--- src/rtl/fwd_source_if.sv ---
// Bypass-producer bundle: issue fields, execute/memory data and controls in, three forwarding tuples out.
// Latency: wires only; all timing belongs to the module on the slave side.
// Backpressure: the producer raises m_wait while a load in memory has no data yet.
interface fwd_source_if;
   typedef struct packed {
      logic [4:0]  dst;
      logic [63:0] data;
      logic        ismem;
   } tran_t;

   logic        issue_valid;
   logic [4:0]  issue_dst;
   logic        issue_wen;
   logic        issue_ismem;
   logic [63:0] alu_data;
   logic [63:0] mem_rdata;
   logic        mem_rvalid;
   logic        stall;
   logic        flush;
   tran_t       trane;
   tran_t       tranm;
   tran_t       tranw;
   logic        m_wait;

   modport master (
      output issue_valid, issue_dst, issue_wen, issue_ismem,
      output alu_data, mem_rdata, mem_rvalid, stall, flush,
      input  trane, tranm, tranw, m_wait
   );

   modport slave (
      input  issue_valid, issue_dst, issue_wen, issue_ismem,
      input  alu_data, mem_rdata, mem_rvalid, stall, flush,
      output trane, tranm, tranw, m_wait
   );
endinterface

--- src/rtl/fwd_source.sv ---
// Tracks E/M/W destination, data and load flag and drives the three bypass tuples for decode.
// Latency: issue appears on trane one cycle later, then tranm and tranw one cycle apart each.
// Backpressure: stall or m_wait (load in M without data) freezes all slots; flush still clears E.
module fwd_source (
   input  logic         clk,
   input  logic         reset,
   fwd_source_if.slave  bus
);
   // Execute slot
   logic        e_vld_q, e_vld_d;
   logic [4:0]  e_dst_q, e_dst_d;
   logic        e_ismem_q, e_ismem_d;
   // Memory slot
   logic        m_vld_q, m_vld_d;
   logic [4:0]  m_dst_q, m_dst_d;
   logic        m_ismem_q, m_ismem_d;
   logic [63:0] m_data_q, m_data_d;
   logic        m_done_q, m_done_d;
   // Writeback slot
   logic        w_vld_q, w_vld_d;
   logic [4:0]  w_dst_q, w_dst_d;
   logic        w_ismem_q, w_ismem_d;
   logic [63:0] w_data_q, w_data_d;

   logic        e_wr, m_wr, w_wr;
   logic [63:0] m_fwd_data;
   logic        m_wait;
   logic        advance;

   // Slot status, M-stage data select (same-cycle load data wins over the stale value) and stall decision
   always_comb begin
      e_wr       = e_vld_q && (e_dst_q != 5'd0);
      m_wr       = m_vld_q && (m_dst_q != 5'd0);
      w_wr       = w_vld_q && (w_dst_q != 5'd0);
      m_fwd_data = m_data_q;
      if (m_ismem_q && !m_done_q && bus.mem_rvalid) begin
         m_fwd_data = bus.mem_rdata;
      end
      m_wait  = m_vld_q && m_ismem_q && !m_done_q && !bus.mem_rvalid;
      advance = !bus.stall && !m_wait;
   end

   // Bypass tuples: non-writing slots show zeros, except trane.data which is the live ALU result
   always_comb begin
      bus.trane.dst   = e_wr ? e_dst_q : 5'd0;
      bus.trane.data  = bus.alu_data;
      bus.trane.ismem = e_wr && e_ismem_q;
      bus.tranm.dst   = m_wr ? m_dst_q : 5'd0;
      bus.tranm.data  = m_wr ? m_fwd_data : 64'd0;
      bus.tranm.ismem = m_wr && m_ismem_q;
      bus.tranw.dst   = w_wr ? w_dst_q : 5'd0;
      bus.tranw.data  = w_wr ? w_data_q : 64'd0;
      bus.tranw.ismem = w_wr && w_ismem_q;
      bus.m_wait      = m_wait;
   end

   // Slot movement: shift on advance, otherwise hold while capturing late load data and honouring flush
   always_comb begin
      e_vld_d   = e_vld_q;
      e_dst_d   = e_dst_q;
      e_ismem_d = e_ismem_q;
      m_vld_d   = m_vld_q;
      m_dst_d   = m_dst_q;
      m_ismem_d = m_ismem_q;
      m_data_d  = m_data_q;
      m_done_d  = m_done_q;
      w_vld_d   = w_vld_q;
      w_dst_d   = w_dst_q;
      w_ismem_d = w_ismem_q;
      w_data_d  = w_data_q;
      if (advance) begin
         if (bus.issue_valid && !bus.flush) begin
            e_vld_d   = 1'b1;
            e_dst_d   = bus.issue_wen ? bus.issue_dst : 5'd0;
            e_ismem_d = bus.issue_ismem;
         end else begin
            e_vld_d   = 1'b0;
            e_dst_d   = 5'd0;
            e_ismem_d = 1'b0;
         end
         m_vld_d   = e_vld_q;
         m_dst_d   = e_dst_q;
         m_ismem_d = e_ismem_q;
         m_data_d  = bus.alu_data;
         m_done_d  = 1'b0;
         w_vld_d   = m_vld_q;
         w_dst_d   = m_dst_q;
         w_ismem_d = m_ismem_q;
         w_data_d  = m_fwd_data;
      end else begin
         if (m_vld_q && m_ismem_q && !m_done_q && bus.mem_rvalid) begin
            m_data_d = bus.mem_rdata;
            m_done_d = 1'b1;
         end
         if (bus.flush) begin
            e_vld_d   = 1'b0;
            e_dst_d   = 5'd0;
            e_ismem_d = 1'b0;
         end
      end
   end

   // Slot registers; reset drops every slot including any pending load
   always_ff @(posedge clk or posedge reset) begin
      if (reset) begin
         e_vld_q   <= 1'b0;
         e_dst_q   <= 5'd0;
         e_ismem_q <= 1'b0;
         m_vld_q   <= 1'b0;
         m_dst_q   <= 5'd0;
         m_ismem_q <= 1'b0;
         m_data_q  <= 64'd0;
         m_done_q  <= 1'b0;
         w_vld_q   <= 1'b0;
         w_dst_q   <= 5'd0;
         w_ismem_q <= 1'b0;
         w_data_q  <= 64'd0;
      end else begin
         e_vld_q   <= e_vld_d;
         e_dst_q   <= e_dst_d;
         e_ismem_q <= e_ismem_d;
         m_vld_q   <= m_vld_d;
         m_dst_q   <= m_dst_d;
         m_ismem_q <= m_ismem_d;
         m_data_q  <= m_data_d;
         m_done_q  <= m_done_d;
         w_vld_q   <= w_vld_d;
         w_dst_q   <= w_dst_d;
         w_ismem_q <= w_ismem_d;
         w_data_q  <= w_data_d;
      end
   end
endmodule

--- src/flat_wrapper.sv ---
// flat-port wrapper written by rule: the top's interface ports become plain ports
module fwd_source_flat 
  (clk, reset, bus_issue_valid, bus_issue_dst, bus_issue_wen, bus_issue_ismem, bus_alu_data, bus_mem_rdata, bus_mem_rvalid, bus_stall, bus_flush, bus_trane, bus_tranm, bus_tranw, bus_m_wait);
  fwd_source_if bus_i ();
  input  logic clk;
  input  logic reset;
  input wire logic [$bits(bus_i.issue_valid)-1:0] bus_issue_valid;
  input wire logic [$bits(bus_i.issue_dst)-1:0] bus_issue_dst;
  input wire logic [$bits(bus_i.issue_wen)-1:0] bus_issue_wen;
  input wire logic [$bits(bus_i.issue_ismem)-1:0] bus_issue_ismem;
  input wire logic [$bits(bus_i.alu_data)-1:0] bus_alu_data;
  input wire logic [$bits(bus_i.mem_rdata)-1:0] bus_mem_rdata;
  input wire logic [$bits(bus_i.mem_rvalid)-1:0] bus_mem_rvalid;
  input wire logic [$bits(bus_i.stall)-1:0] bus_stall;
  input wire logic [$bits(bus_i.flush)-1:0] bus_flush;
  output wire logic [$bits(bus_i.trane)-1:0] bus_trane;
  output wire logic [$bits(bus_i.tranm)-1:0] bus_tranm;
  output wire logic [$bits(bus_i.tranw)-1:0] bus_tranw;
  output wire logic [$bits(bus_i.m_wait)-1:0] bus_m_wait;
  assign bus_i.issue_valid = bus_issue_valid;
  assign bus_i.issue_dst = bus_issue_dst;
  assign bus_i.issue_wen = bus_issue_wen;
  assign bus_i.issue_ismem = bus_issue_ismem;
  assign bus_i.alu_data = bus_alu_data;
  assign bus_i.mem_rdata = bus_mem_rdata;
  assign bus_i.mem_rvalid = bus_mem_rvalid;
  assign bus_i.stall = bus_stall;
  assign bus_i.flush = bus_flush;
  assign bus_trane = bus_i.trane;
  assign bus_tranm = bus_i.tranm;
  assign bus_tranw = bus_i.tranw;
  assign bus_m_wait = bus_i.m_wait;
  fwd_source u_core (.clk(clk), .reset(reset), .bus(bus_i));
endmodule
--- config.mk ---
export PLATFORM = sky130hd
export DESIGN_NAME = fwd_source_flat
export DESIGN_NICKNAME = d
export VERILOG_FILES = /design/src/rtl/fwd_source_if.sv /design/src/rtl/fwd_source.sv /design/src/flat_wrapper.sv
export SDC_FILE = /design/constraint.sdc
export NUM_CORES = 1
export LEC_CHECK = 0
export ABC_AREA = 1
export CAP_MARGIN = 20
export CORE_UTILIZATION = 45
export DETAILED_ROUTE_END_ITERATION = 8
export DONT_BUFFER_PORTS = 1
export GPL_TIMING_DRIVEN = 0
export SYNTH_ARGS = -nofsm -noshare
export SYNTH_HDL_FRONTEND = slang
export SYNTH_SLANG_ARGS = --single-unit
--- constraint.sdc ---
create_clock -name clk -period 7 [get_ports clk]
set_input_delay 0.7 -clock clk [delete_from_list [all_inputs] [get_ports clk]]
set_output_delay 0.7 -clock clk [all_outputs]
set_load 0.03 [all_outputs]
==> metrics.csv <==
stage,metric,value,unit
global_route,grtUsageTotal,29.34,%
die,die-height,143.4,um
setup_path,worstPathArrival,2.69,ns
yosys,synth_edf_count,0,
pwr,seqPwrFrac,42.1,%
global_route,grt_first_pass_wirelength,44260,um
cts,post_cts_buffers,0,
yosys,yosysWarnings,0,
setup_path,required,6.30,ns
pwr,pwr-share-clk,39.5,%
detailed_routing,route.detailed.drc,0,
cts,htreeDepth,4,
die,row_count,51,
pwr,p_leak,0.005510,uW
global_route,grt_max_degree,114,
place,io_buffers,0,
sta,skew,0.01750,ns
cts,numCtsBuffers,17,
detailed_routing,avgRoutedWirePerCell,18.76,um
yosys,netlist_instances,1313,
yosys,synth_top_area_share,41.70,%
detailed_routing,dr.pass1.iters,5,
sta,fin_crit,3.394,ns
yosys,syn-num-nets,1454,
sta,timing.fmax,294.7,MHz
hold_path,min_path_type,in -> async,
pwr,switching_share,31.02,%
yosys,ys_ff_latch,150,
cts,postCtsResizedCells,0,
cts,path_clk_slew,0.07,ns
die,core_area,19530,sq um
place,globalplace.congestion,0.8336,
sta,relSlewSlack,49.46,%
pwr,combPwrFrac,18.4,%
yosys,async_flop_share,100.0,%
cts,clock-sinks,150,
global_route,antenna_found_initial,0,
sta,max_slew.worst_pin.slew,0.7553,ns
finish,drive_gt1_share,10.62,%
run_status,status,"finished, final reports clean",
detailed_routing,via_per_inst,5.105,
detailed_routing,num_vias,8224,
yosys,yosys.area.top_type,dfrtp_1,
finish,antenna_cells,0,
detailed_routing,antenna_left,0,
yosys,synthTopCellsByArea,"dfrtp_1 (42%), nand2_1 (15%), inv_1 (9.3%)",
cts,clk_latency,0.43,ns
finish,final_cells,1611,
yosys,ys_types,19,
setup_path,startpoint_type,flop,
job,cap_violations,0,
sta,maxSlewViolCount,0,
die,io_pins,352,
die,die_w,143.4,um
setup_path,crit_type,reg -> out,
cts,cts_root_buffer,clkbuf_16,
place,dp.cells,1579,
cts,cts_buffer_depth,2,
setup_path,cp-end-kind,output port,
finish,final_util,51.07,%
die,start_util,46.10,%
yosys,synthTopCellsByCount,"nand2_1 (351), inv_1 (224), o21ai_0 (153)",
yosys,synthFlopType,dfrtp_1,
cts,cts_tree,done,
detailed_routing,drt-initial-drc-count,451,
pwr,p_int,1670,uW
global_route,grt_pass1_vias,7716,
detailed_routing,drt-total-wl,30220,um
sta,finalHoldViolations,0,
yosys,syn_avg_cell_area,6.855,sq um
pwr,p_per_area,242.7,nW/um^2
pwr,p_switching,751.0,uW
sta,fin_crit_sh,48.48,%
setup_path,cp_max_fo,10,
place,dp_hpwl,21820,um
cts,ctsHoldBuffers,0,
die,dieArea,20570,sq um
finish,syn_to_final_growth,10.79,%
sta,final.setup.tns,0,ns
yosys,syn-cell-area,9001,sq um
yosys,synth-seq-area-share,41.70,%
yosys,yosysMostFrequentCell,nand2_1,
sta,rsz0062_at_grt,false,
global_route,grt_overflow,0,
pwr,irDropWorstVdd,0.0001693,V
sta,setup_viol,0,
finish,fin_nets,1474,
[cell type report]
class,instances,area (sq um)
plain buffers,143,878.3
flip-flops and latches,150,3754
fillers,2036,9554
inverters,228,863.3
multi-input cells,792,3513
clock inverters,10,120.1
repair buffers,1,27.53
well taps,265,331.6
clock buffers,22,484.2
[state kept, by name, indices dropped and copies added (netlist names)]
| name | cells |
|---|---|
| u_core.m_done_q | 1 |
| u_core.m_ismem_q | 1 |
| u_core.e_ismem_q | 1 |
| u_core.m_data_q | 64 |
| u_core.m_vld_q | 1 |
| u_core.w_vld_q | 1 |
| u_core.e_vld_q | 1 |
| u_core.w_dst_q | 5 |
| u_core.m_dst_q | 5 |
| u_core.w_data_q | 64 |
| u_core.e_dst_q | 5 |
| u_core.w_ismem_q | 1 |
[power by group through the flow]
stage	clock (uW)	sequential (uW)	combinational (uW)
floorplan	0	1020	356
global placement	0	1030	439
detailed placement	0	1030	446
CTS	968	1020	448
global route	1000	1030	504
finish	957	1020	445
[cell usage in the layout, fill, tap and decap left out, drive strengths merged]
cell	Yosys	final
dfrtp	150	150
nand4	8	8
and2	23	23
nand2	352	352
nor2	121	121
clkinvlp	0	5
nand3	58	58
clkbuf	31	53
clkinv	0	2
o21ai	188	188
inv	228	229
nand3b	40	40
a21oi	1	1
nor3	1	1
buf	112	113
bufinv	0	2
[critical path, stage by stage (launching register included)]
cell and delay [ns]:
dfrtp_1 0.36, inv_1 0.07, nand4_1 0.11, nand2_1 0.40
inv_1 0.36, clkbuf_1 0.50, and2_1 0.46
[cells by family after synthesis]
group / Yosys count / share of synthesized area (%)
flops: 150 / 41.70
simple gates: 603 / 28.52
buf+inv: 371 / 19.27
compound gates: 189 / 10.51
[worst paths after layout]
check | from | to | slack, ns | cells after the start
min in group clk | bus_issue_valid | u_core.e_vld_q | 0.42 | 2
worst max register to register | u_core.m_ismem_q | u_core.w_data_q[62] | 4.97 | 5
max in group asynchronous | reset | u_core.m_data_q[55] | 6.04 | 2
worst max-delay path | u_core.m_dst_q[3] | bus_tranm[51] | 3.61 | 6
worst min-delay path | reset | u_core.m_data_q[9] | 0.09 | 1
worst min register to register | u_core.m_data_q[50] | u_core.m_data_q[50] | 0.48 | 2
[per-stage QoR]
stage / power [uW] / hold slack, ns / cell area [sq um] / worst slack [ns]
after CTS: 2434 / 0.08798 / 9972 / 3.555
after floorplan: 1378 / 0.4488 / 9001 / 2.264
after global placement: 1469 / 0.4620 / 9333 / 0.1563
after global routing: 2535 / 0.09110 / 9972 / 3.419
after detailed placement: 1478 / 0.4646 / 9368 / 3.838
final: 2421 / 0.08631 / 9972 / 3.606
[per-layer routing]
| layer | global-route usage, % | wire length [um] | up-vias |
|---|---|---|---|
| li1 | - | - | 3960 |
| met1 | 38.01 | 12970 | 3901 |
| met2 | 48.11 | 14370 | 332 |
| met3 | 6.998 | 2312 | 31 |
| met4 | 9.574 | 560 | 0 |
| met5 | 0 | 0 | - |
(Power assumes the default switching activity.)
